==> src/rtl/q_update_ctrl_if.sv <==
// Handshake, Q-table port and updater operand bundle for the Q-learning update sequencer.
// master = the sequencer, slave = the surrounding learner, RAM and updater datapath.
interface q_update_ctrl_if #(
    parameter int ADDR_W = 15,
    parameter int N_ACT  = 9,
    parameter int Q_W    = 16
);
    logic              start;
    logic [ADDR_W-1:0] state_idx;
    logic [3:0]        action;
    logic [ADDR_W-1:0] next_idx;
    logic [N_ACT-1:0]  next_mask;
    logic              terminal;
    logic [Q_W-1:0]    reward_in;
    logic [3:0]        gamma_in;
    logic [3:0]        alpha_in;
    logic              busy;
    logic              done;
    logic              err;
    logic [ADDR_W-1:0] mem_addr;
    logic              mem_rd_en;
    logic [Q_W-1:0]    mem_rd_data;
    logic              mem_wr_en;
    logic [Q_W-1:0]    mem_wr_data;
    logic [Q_W-1:0]    upd_q;
    logic [Q_W-1:0]    upd_qmax;
    logic [Q_W-1:0]    upd_reward;
    logic [3:0]        upd_gamma;
    logic [3:0]        upd_alpha;
    logic [Q_W-1:0]    upd_qnew;

    modport master (
        input  start, state_idx, action, next_idx, next_mask, terminal,
               reward_in, gamma_in, alpha_in, mem_rd_data, upd_qnew,
        output busy, done, err, mem_addr, mem_rd_en, mem_wr_en, mem_wr_data,
               upd_q, upd_qmax, upd_reward, upd_gamma, upd_alpha
    );

    modport slave (
        output start, state_idx, action, next_idx, next_mask, terminal,
               reward_in, gamma_in, alpha_in, mem_rd_data, upd_qnew,
        input  busy, done, err, mem_addr, mem_rd_en, mem_wr_en, mem_wr_data,
               upd_q, upd_qmax, upd_reward, upd_gamma, upd_alpha
    );
endinterface

==> src/rtl/q_update_ctrl.sv <==
// Sequencer for one tabular Q-learning step: read Q(s,a), scan max legal Q(s',*),
// hand operands to the combinational updater, write Q_new back.
module q_update_ctrl #(
    parameter int ADDR_W = 15,
    parameter int N_ACT  = 9,
    parameter int Q_W    = 16
) (
    input  logic             clk,
    input  logic             rst_n,
    q_update_ctrl_if.master  bus
);
    localparam logic [2:0] S_IDLE  = 3'd0;
    localparam logic [2:0] S_RD_Q  = 3'd1;
    localparam logic [2:0] S_SCAN  = 3'd2;
    localparam logic [2:0] S_DRAIN = 3'd3;
    localparam logic [2:0] S_CAP   = 3'd4;
    localparam logic [2:0] S_CALC  = 3'd5;
    localparam logic [2:0] S_WR    = 3'd6;
    localparam logic [2:0] S_DONE  = 3'd7;

    localparam logic [3:0]     LAST_ACT = 4'(N_ACT - 1);
    localparam logic [Q_W-1:0] Q_MIN    = {1'b1, {(Q_W-1){1'b0}}};

    logic [2:0]        r_state;
    logic [3:0]        r_k;
    logic [ADDR_W-1:0] r_state_idx;
    logic [3:0]        r_action;
    logic [ADDR_W-1:0] r_next_idx;
    logic [N_ACT-1:0]  r_next_mask;
    logic              r_terminal;
    logic [Q_W-1:0]    r_q_cur;
    logic [Q_W-1:0]    r_qmax;
    logic              r_busy;
    logic              r_done;
    logic              r_err;
    logic [ADDR_W-1:0] r_mem_addr;
    logic              r_mem_rd_en;
    logic              r_mem_wr_en;
    logic [Q_W-1:0]    r_mem_wr_data;
    logic [Q_W-1:0]    r_upd_reward;
    logic [3:0]        r_upd_gamma;
    logic [3:0]        r_upd_alpha;

    logic [3:0]        w_cand_act;
    logic              w_cand_vld;
    logic              w_take;

    function automatic logic [ADDR_W-1:0] addr_of(input logic [ADDR_W-1:0] idx,
                                                  input logic [3:0]        k);
        return idx * ADDR_W'(N_ACT) + ADDR_W'(k);
    endfunction

    // Read data lags the address by one cycle, so the word arriving now belongs to
    // action k-1; DRAIN collects the final action after the last address went out.
    assign w_cand_act = (r_state == S_DRAIN) ? LAST_ACT : (r_k - 4'd1);
    assign w_cand_vld = (r_state == S_DRAIN) || ((r_state == S_SCAN) && (r_k != 4'd0));
    assign w_take     = w_cand_vld && r_next_mask[w_cand_act] &&
                        ($signed(bus.mem_rd_data) > $signed(r_qmax));

    always_ff @(posedge clk or negedge rst_n) begin
        if (!rst_n) begin
            r_state       <= S_IDLE;
            r_k           <= '0;
            r_state_idx   <= '0;
            r_action      <= '0;
            r_next_idx    <= '0;
            r_next_mask   <= '0;
            r_terminal    <= 1'b0;
            r_q_cur       <= '0;
            r_qmax        <= '0;
            r_busy        <= 1'b0;
            r_done        <= 1'b0;
            r_err         <= 1'b0;
            r_mem_addr    <= '0;
            r_mem_rd_en   <= 1'b0;
            r_mem_wr_en   <= 1'b0;
            r_mem_wr_data <= '0;
            r_upd_reward  <= '0;
            r_upd_gamma   <= '0;
            r_upd_alpha   <= '0;
        end else begin
            r_done <= 1'b0;
            r_err  <= 1'b0;
            case (r_state)
                S_IDLE: begin
                    if (bus.start) begin
                        if (bus.action > LAST_ACT) begin
                            r_err <= 1'b1;
                        end else begin
                            r_state_idx  <= bus.state_idx;
                            r_action     <= bus.action;
                            r_next_idx   <= bus.next_idx;
                            r_next_mask  <= bus.next_mask;
                            r_terminal   <= bus.terminal;
                            r_upd_reward <= bus.reward_in;
                            r_upd_gamma  <= bus.gamma_in;
                            r_upd_alpha  <= bus.alpha_in;
                            r_busy       <= 1'b1;
                            r_mem_rd_en  <= 1'b1;
                            r_mem_addr   <= addr_of(bus.state_idx, bus.action);
                            r_state      <= S_RD_Q;
                        end
                    end
                end
                S_RD_Q: begin
                    r_qmax <= Q_MIN;
                    if (r_terminal || (r_next_mask == '0)) begin
                        r_mem_rd_en <= 1'b0;
                        r_state     <= S_CAP;
                    end else begin
                        r_k        <= 4'd0;
                        r_mem_addr <= addr_of(r_next_idx, 4'd0);
                        r_state    <= S_SCAN;
                    end
                end
                S_SCAN: begin
                    if (r_k == 4'd0) begin
                        r_q_cur <= bus.mem_rd_data;
                    end else if (w_take) begin
                        r_qmax <= bus.mem_rd_data;
                    end
                    if (r_k == LAST_ACT) begin
                        r_mem_rd_en <= 1'b0;
                        r_state     <= S_DRAIN;
                    end else begin
                        r_k        <= r_k + 4'd1;
                        r_mem_addr <= addr_of(r_next_idx, r_k + 4'd1);
                    end
                end
                S_DRAIN: begin
                    if (w_take) begin
                        r_qmax <= bus.mem_rd_data;
                    end
                    r_state <= S_CALC;
                end
                S_CAP: begin
                    r_q_cur <= bus.mem_rd_data;
                    r_qmax  <= '0;
                    r_state <= S_CALC;
                end
                S_CALC: begin
                    // Updater operands have been stable for this whole cycle.
                    r_mem_wr_data <= bus.upd_qnew;
                    r_mem_wr_en   <= 1'b1;
                    r_mem_addr    <= addr_of(r_state_idx, r_action);
                    r_state       <= S_WR;
                end
                S_WR: begin
                    r_mem_wr_en <= 1'b0;
                    r_busy      <= 1'b0;
                    r_done      <= 1'b1;
                    r_state     <= S_DONE;
                end
                S_DONE: begin
                    r_state <= S_IDLE;
                end
                default: begin
                    r_state <= S_IDLE;
                end
            endcase
        end
    end

    assign bus.busy        = r_busy;
    assign bus.done        = r_done;
    assign bus.err         = r_err;
    assign bus.mem_addr    = r_mem_addr;
    assign bus.mem_rd_en   = r_mem_rd_en;
    assign bus.mem_wr_en   = r_mem_wr_en;
    assign bus.mem_wr_data = r_mem_wr_data;
    assign bus.upd_q       = r_q_cur;
    assign bus.upd_qmax    = r_qmax;
    assign bus.upd_reward  = r_upd_reward;
    assign bus.upd_gamma   = r_upd_gamma;
    assign bus.upd_alpha   = r_upd_alpha;
endmodule
==> src/flat_wrapper.sv <==
// flat-port wrapper written by rule: the top's interface ports become plain ports
module q_update_ctrl_flat 
#(
    parameter int ADDR_W = 15,
    parameter int N_ACT  = 9,
    parameter int Q_W    = 16
)
  (clk, rst_n, bus_start, bus_state_idx, bus_action, bus_next_idx, bus_next_mask, bus_terminal, bus_reward_in, bus_gamma_in, bus_alpha_in, bus_mem_rd_data, bus_upd_qnew, bus_busy, bus_done, bus_err, bus_mem_addr, bus_mem_rd_en, bus_mem_wr_en, bus_mem_wr_data, bus_upd_q, bus_upd_qmax, bus_upd_reward, bus_upd_gamma, bus_upd_alpha);
  q_update_ctrl_if #(.ADDR_W(ADDR_W), .N_ACT(N_ACT), .Q_W(Q_W)) bus_i ();
  input  logic clk;
  input  logic rst_n;
  input wire logic [$bits(bus_i.start)-1:0] bus_start;
  input wire logic [$bits(bus_i.state_idx)-1:0] bus_state_idx;
  input wire logic [$bits(bus_i.action)-1:0] bus_action;
  input wire logic [$bits(bus_i.next_idx)-1:0] bus_next_idx;
  input wire logic [$bits(bus_i.next_mask)-1:0] bus_next_mask;
  input wire logic [$bits(bus_i.terminal)-1:0] bus_terminal;
  input wire logic [$bits(bus_i.reward_in)-1:0] bus_reward_in;
  input wire logic [$bits(bus_i.gamma_in)-1:0] bus_gamma_in;
  input wire logic [$bits(bus_i.alpha_in)-1:0] bus_alpha_in;
  input wire logic [$bits(bus_i.mem_rd_data)-1:0] bus_mem_rd_data;
  input wire logic [$bits(bus_i.upd_qnew)-1:0] bus_upd_qnew;
  output wire logic [$bits(bus_i.busy)-1:0] bus_busy;
  output wire logic [$bits(bus_i.done)-1:0] bus_done;
  output wire logic [$bits(bus_i.err)-1:0] bus_err;
  output wire logic [$bits(bus_i.mem_addr)-1:0] bus_mem_addr;
  output wire logic [$bits(bus_i.mem_rd_en)-1:0] bus_mem_rd_en;
  output wire logic [$bits(bus_i.mem_wr_en)-1:0] bus_mem_wr_en;
  output wire logic [$bits(bus_i.mem_wr_data)-1:0] bus_mem_wr_data;
  output wire logic [$bits(bus_i.upd_q)-1:0] bus_upd_q;
  output wire logic [$bits(bus_i.upd_qmax)-1:0] bus_upd_qmax;
  output wire logic [$bits(bus_i.upd_reward)-1:0] bus_upd_reward;
  output wire logic [$bits(bus_i.upd_gamma)-1:0] bus_upd_gamma;
  output wire logic [$bits(bus_i.upd_alpha)-1:0] bus_upd_alpha;
  assign bus_i.start = bus_start;
  assign bus_i.state_idx = bus_state_idx;
  assign bus_i.action = bus_action;
  assign bus_i.next_idx = bus_next_idx;
  assign bus_i.next_mask = bus_next_mask;
  assign bus_i.terminal = bus_terminal;
  assign bus_i.reward_in = bus_reward_in;
  assign bus_i.gamma_in = bus_gamma_in;
  assign bus_i.alpha_in = bus_alpha_in;
  assign bus_i.mem_rd_data = bus_mem_rd_data;
  assign bus_i.upd_qnew = bus_upd_qnew;
  assign bus_busy = bus_i.busy;
  assign bus_done = bus_i.done;
  assign bus_err = bus_i.err;
  assign bus_mem_addr = bus_i.mem_addr;
  assign bus_mem_rd_en = bus_i.mem_rd_en;
  assign bus_mem_wr_en = bus_i.mem_wr_en;
  assign bus_mem_wr_data = bus_i.mem_wr_data;
  assign bus_upd_q = bus_i.upd_q;
  assign bus_upd_qmax = bus_i.upd_qmax;
  assign bus_upd_reward = bus_i.upd_reward;
  assign bus_upd_gamma = bus_i.upd_gamma;
  assign bus_upd_alpha = bus_i.upd_alpha;
  q_update_ctrl #(.ADDR_W(ADDR_W), .N_ACT(N_ACT), .Q_W(Q_W)) u_core (.clk(clk), .rst_n(rst_n), .bus(bus_i));
endmodule
==> config.mk <==
export PLATFORM = sky130hd
export DESIGN_NAME = q_update_ctrl_flat
export DESIGN_NICKNAME = d
export VERILOG_FILES = /design/src/rtl/q_update_ctrl_if.sv /design/src/rtl/q_update_ctrl.sv /design/src/flat_wrapper.sv
export SDC_FILE = /design/constraint.sdc
export NUM_CORES = 1
export LEC_CHECK = 0
export ABC_CLOCK_PERIOD_IN_PS = 3900
export BUFFER_PORTS_ARGS = -buffer_cell sky130_fd_sc_hd__buf_2
export CORE_AREA = 2 2 205 106
export CTS_CLUSTER_DIAMETER = 150
export DETAILED_ROUTE_END_ITERATION = 6
export DIE_AREA = 0 0 207 108
export GPL_TIMING_DRIVEN = 1
export MAX_ROUTING_LAYER = met4
export PLACE_DENSITY = 0.67
export SYNTH_ARGS = -nofsm -noshare
export SYNTH_HDL_FRONTEND = slang
export SYNTH_SLANG_ARGS = --single-unit
==> constraint.sdc <==
create_clock -name clk -period 3.9 [get_ports clk]
set_input_delay 0.78 -clock clk [delete_from_list [all_inputs] [get_ports clk]]
set_output_delay 0.78 -clock clk [all_outputs]
set_load 0.01 [all_outputs]
# After elaboration in Yosys (flattened, before gate mapping)
# Index checks and enable logic that the tools add are counted.
# Widths: inputs -> output; s select.
[totals]
regBits = 143
input_bits = 103
output_inout_bits = 92
wordCells = 104
[op_classes]
n_addsub = 5
multipliers = 3
order_cmp = 3
eq_ne = 16
muxes = 32
bitwise = 1
n_reduce_logical = 25
[op_table]
columns = ["op", "count"]
rows = [
  ["$pmux 16 s4", 1],
  ["$mux 15", 4],
  ["$pmux 15 s4", 1],
  ["$mux 16", 3],
  ["$add 15x4->15", 3],
  ["$mul 15x4->15 const B", 3],
  ["$pmux 16 s2", 1],
  ["$pmux 3 s7", 1],
  ["$gt 16x16->1", 1],
  ["$ne 2x2->1 const B", 7],
  ["$eq 3x3->1 const B", 4],
  ["$mux 3", 4],
  ["$mux 4", 3],
  ["$reduce_and 3->1", 4],
  ["$reduce_bool 4->1", 3],
  ["$reduce_and 5->1", 2],
  ["$logic_not 9->1", 1],
  ["$mux 1", 9],
  ["$pmux 4 s2", 1],
  ["$reduce_bool 2->1", 4],
  ["$eq 3x2->1 const B", 2],
  ["$lt 4x5->1 const B", 1],
  ["$add 4x1->4 const B", 1],
  ["$bmux 1 s4", 1],
  ["other kinds (15)", 20],
]

# Logic depth before layout (Yosys ltp)
[logic_depth]
word_depth = 9
depth_mapped = 14

# Worst setup path before layout
# No wires, ideal clock.
[synth_path]
path_kind = "reg-to-reg"
startpoint = "register u_core.r_k[0]"
endpoint = "register u_core.r_mem_addr[14] (netlist: u_core.bus.mem_addr[14])"
setup_time_ns = 0.121
arrival_time_ns = 3.009
t_required_ns = 3.779
slack_ns = 0.770
stages_incl_launch_ff = 15
n_path_buf = 1
synth_period_minus_slack_ns = 3.130
path_cell_list = "dfrtp_1 clkbuf_1 inv_1 ha_1 inv_2 fa_1 nand2b_1 a21oi_1 nor3b_2 nand3_1 nor3b_2 a31oi_1 o31ai_1 o21ai_1 a22o_1"
[synth_via]
elab_chain_cells = 4
elab_cells_between_ends = 7
cone_classes = "add/sub: 2; eq/ne: 2; mux: 2; reduce/logical: 1"
[synth_lines]
columns = ["item", "line", "rtl"]
rows = [
  ["from (decl)", "q_update_ctrl.sv:25", "logic [3:0] r_k;"],
  ["from (signal assigned)", "q_update_ctrl.sv:126", "r_k <= r_k + 4'd1;"],
  ["$add 4x1->4", "q_update_ctrl.sv:127", "r_mem_addr <= addr_of(r_next_idx, r_k + 4'd1);"],
  ["$add 15x4->15", "q_update_ctrl.sv:50", "return idx * ADDR_W'(N_ACT) + ADDR_W'(k);"],
  ["$mux 15", "q_update_ctrl.sv:122", "if (r_k == LAST_ACT) begin"],
  ["$pmux 15 s4", "q_update_ctrl.sv:84", "case (r_state)"],
  ["to (signal assigned)", "q_update_ctrl.sv:100", "r_mem_addr <= addr_of(bus.state_idx, bus.action);"],
  ["to (signal assigned)", "q_update_ctrl.sv:127", ""],
  ["to (signal assigned)", "q_update_ctrl.sv:145", "r_mem_addr <= addr_of(r_state_idx, r_action);"],
  ["to (decl)", "q_update_ctrl.sv:36", "logic [ADDR_W-1:0] r_mem_addr;"],
]
# Parallel ways exist; a longest one is shown, timed or not. The select of a mux whose other input is x is not followed.
# A chain may end at the register's enable or synchronous reset.

# Final worst setup path
# Ends and elaborated chain as after synthesis.

==> impl_metrics.toml <==
[yosys]
syn_inst = 976
ys.flop_type = "dfrtp_1"
seq_area_frac_synth = 0.392
syn_nets = 1202
yosys_warnings = 0
synth_edf_count = 0
ys_ff_latch = 143
synth.avg_cell_area_um2 = 9.36
synth.cell_area_mm2 = 0.00914
async_flop_share = 1.00
synth_cell_types = 69

[power]
power_leakage_nw = 5.69
power_density_mw_per_mm2 = 948
peakVddDrop_mv = 0.399
finalPower_mw = 10.5

[floorplanning]
core-area_mm2 = 0.0204
start_util = 0.449
ios = 195
row_count = 37
dieArea_mm2 = 0.0224
die_w_um = 207
die_h_um = 108

[layout]
seq_area_mm2 = 0.00358
fillers = 1888
stdcell_count = 1451
final_nets = 1391
final_cell_area_mm2 = 0.0111
antenna_cells = 0
drive_gt1_frac = 0.250
multi_input_comb_area_mm2 = 0.00529
area_growth_pct = 21.6

[critical_path]
crit_end = "u_core.bus.mem_addr[14]$_DFFE_PN0P_"
r2r_start = "u_core.r_k[0]$_DFFE_PN0P_"
critPathLaunch = "u_core.r_k[0]$_DFFE_PN0P_"
path_max_fanout = 8
r2r_end = "u_core.bus.mem_addr[14]$_DFFE_PN0P_"
critical_path_arrival_ns = 3.86
r2r_setup_slack_ns = 0.37
required_ns = 4.23
worstSetupPathType = "flop to flop"
cp-start-kind = "flop"
end_kind = "flop"
r2r_cells = 13

[global_route]
grt_pass1_vias = 7688
overflow = 0
track_usage = 0.235
grt_first_pass_wirelength_mm = 40.0
grt_antenna_before_repair = 0
grt_start_max_net_pins = 105

[sta]
fin_crit_sh = 0.904
fmax_mhz = 284
rsz0062_at_grt = "no"
fin_crit_ns = 3.53
max-slew-margin-rel = 0.462
drv_slew = 0
hold_viol_final = 0
setup_viol = 0
finClkSkew_ns = 0.0132
tightest_slew_ns = 0.801
tns_ns = 0
hold_slack_ns = 0.228

[routing]
dr.pass1.iters = 5
drt-total-wl_mm = 24.7
ant_nets = 0
wl_per_cell_um = 17.0
route.detailed.drc = 0
drt_iter0_markers = 485
vias_per_cell = 5.35
route.vias.total = 7767

[clock_network]
cts_resized = 0
cts_setup_buffers = 0
clk_latency_ns = 0.45
clkSlewWorstSetupHoldPaths_ns = 0.07
h-tree-depth = 4
cts_buffers = 17
holdBufCountCts = 0
cts_tree = "done"
cts_sinks = 143
cts_root_buf = "clkbuf_16"
cts.path.max_buffers = 2

[placement]
place_hpwl_mm = 18.8
routabilityCongestion = 0.913
port_buffers = 194
post_dp_cell_area_mm2 = 0.0104
placed_cells = 1419

[run]
maxCapViolations = 0

[min_path]
holdCritPathClass = "input pin to async pin"

[status]
outcome = "finished, final reports clean"
[stage by stage]
stage                      util  setup WS (ns)
final                     0.546          0.374
after global routing      0.546          0.109
after CTS                 0.546          0.407
after detailed placement  0.512          0.435
after global placement    0.512          0.415
after floorplan               -          0.770
[cell type report]
type,instances,area share
multi-input cells,764,0.476
repair buffers,207,0.0989
clock buffers,17,0.0383
well taps,273,0.0307
clock inverters,15,0.0232
flip-flops and latches,143,0.322
inverters,32,0.0108
[synth_stat cells, types with 3 or more instances]
| library cell | number | area [um2] |
|---|---|---|
| nand2b_1 | 6 | 37.5 |
| o21a_1 | 9 | 67.6 |
| nand4_1 | 6 | 37.5 |
| o21bai_1 | 4 | 30.0 |
| nand3_1 | 11 | 55.1 |
| o211ai_1 | 3 | 22.5 |
| ha_1 | 119 | 1490 |
| dfrtp_1 | 143 | 3580 |
| inv_1 | 30 | 113 |
| o31ai_1 | 5 | 37.5 |
| xnor2_1 | 30 | 263 |
| a21oi_1 | 45 | 225 |
| a211oi_1 | 9 | 67.6 |
| mux2_2 | 35 | 394 |
| buf_1 | 3 | 11.3 |
| nor3_1 | 17 | 85.1 |
| o21ai_0 | 30 | 150 |
| and2_1 | 3 | 18.8 |
| fa_1 | 4 | 80.1 |
| or3_1 | 3 | 18.8 |
| and3_1 | 6 | 37.5 |
| a22o_1 | 19 | 166 |
| nor2_1 | 60 | 225 |
| nand2_1 | 234 | 878 |
| nor2b_1 | 5 | 31.3 |
| o22ai_1 | 11 | 68.8 |
| a22oi_1 | 6 | 45.0 |
| o221ai_1 | 3 | 26.3 |
| xor2_1 | 17 | 149 |
| a21o_1 | 10 | 75.1 |
| a31oi_1 | 8 | 50.1 |
| clkbuf_1 | 31 | 116 |
| o21ai_1 | 3 | 15.0 |
[registers in the layout, summed over array words and instances (netlist names), 9 cells and up]
signal                  cells
u_core.r_next_mask          9
u_core.r_next_idx          15
u_core.r_state_idx         15
u_core.bus.upd_qmax        16
u_core.bus.mem_wr_data     16
u_core.bus.mem_addr        15
u_core.bus.upd_reward      16
u_core.bus.upd_q           16
[layer usage]
metal | up-vias | GRT usage | part of all wire
met1 | 3763 | 0.308 | 0.48
met4 | 0 | 0.0765 | 0.017
met3 | 29 | 0.0523 | 0.047
met2 | 168 | 0.364 | 0.46
met5 | - | - | 0
li1 | 3807 | - | -
[worst max-delay path, stage by stage (launching register included)]
cell	delay (ns)
dfrtp_1	0.50
inv_1	0.11
ha_1	0.41
inv_2	0.08
fa_1	0.43
nand2b_1	0.16
a21oi_1	0.29
nor3b_2	0.28
nand3_1	0.16
nor3b_2	0.29
a31oi_1	0.12
o31ai_1	0.29
o21ai_1	0.12
a22o_1	0.19
[cells by family after synthesis]
group | synth area share
xor+xnor | 0.0450
flops | 0.392
buf+inv | 0.0301
fa+ha+maj | 0.173
compound gates | 0.142
simple gates | 0.170
mux | 0.0485
[worst min-delay path by stage]
stage	slack [ns]	cells after the start	to	from
6_report	0.23	1	u_core.bus.upd_gamma[3]$_DFFE_PN0P_	rst_n
5_1_grt	0.25	1	u_core.bus.upd_gamma[3]$_DFFE_PN0P_	rst_n
4_1_cts	0.23	1	u_core.bus.upd_gamma[3]$_DFFE_PN0P_	rst_n
3_3_place_gp	0.45	2	u_core.bus.mem_addr[0]$_DFFE_PN0P_	u_core.bus.mem_addr[0]$_DFFE_PN0P_
2_1_floorplan	0.45	2	u_core.r_next_idx[12]$_DFFE_PN0P_	u_core.r_next_idx[12]$_DFFE_PN0P_
3_5_place_dp	0.46	2	u_core.bus.upd_alpha[0]$_DFFE_PN0P_	u_core.bus.upd_alpha[0]$_DFFE_PN0P_
[layout by cell type, fill, tap and decap left out, types with 10 or more instances in the layout]
cell type  instances
a22o_1            19
dfrtp_1          143
nor2_1            60
clkbuf_16         17
nand2_1          234
a21o_1            10
nand3_1           10
mux2_2            35
buf_4             11
nor3_1            17
ha_1             119
o22ai_1           11
inv_1             30
xor2_1            17
xnor2_1           30
o21ai_0           30
buf_2            193
a21oi_1           45
[power breakdown]
part | internal [mW] | total (mW) | switching [mW]
clock network | 1.21 | 1.92 | 0.707
logic | 2.51 | 5.93 | 3.42
registers | 2.18 | 2.69 | 0.515
total | 5.90 | 10.5 | 4.64
No activity file was read; power rests on OpenSTA's default activity.
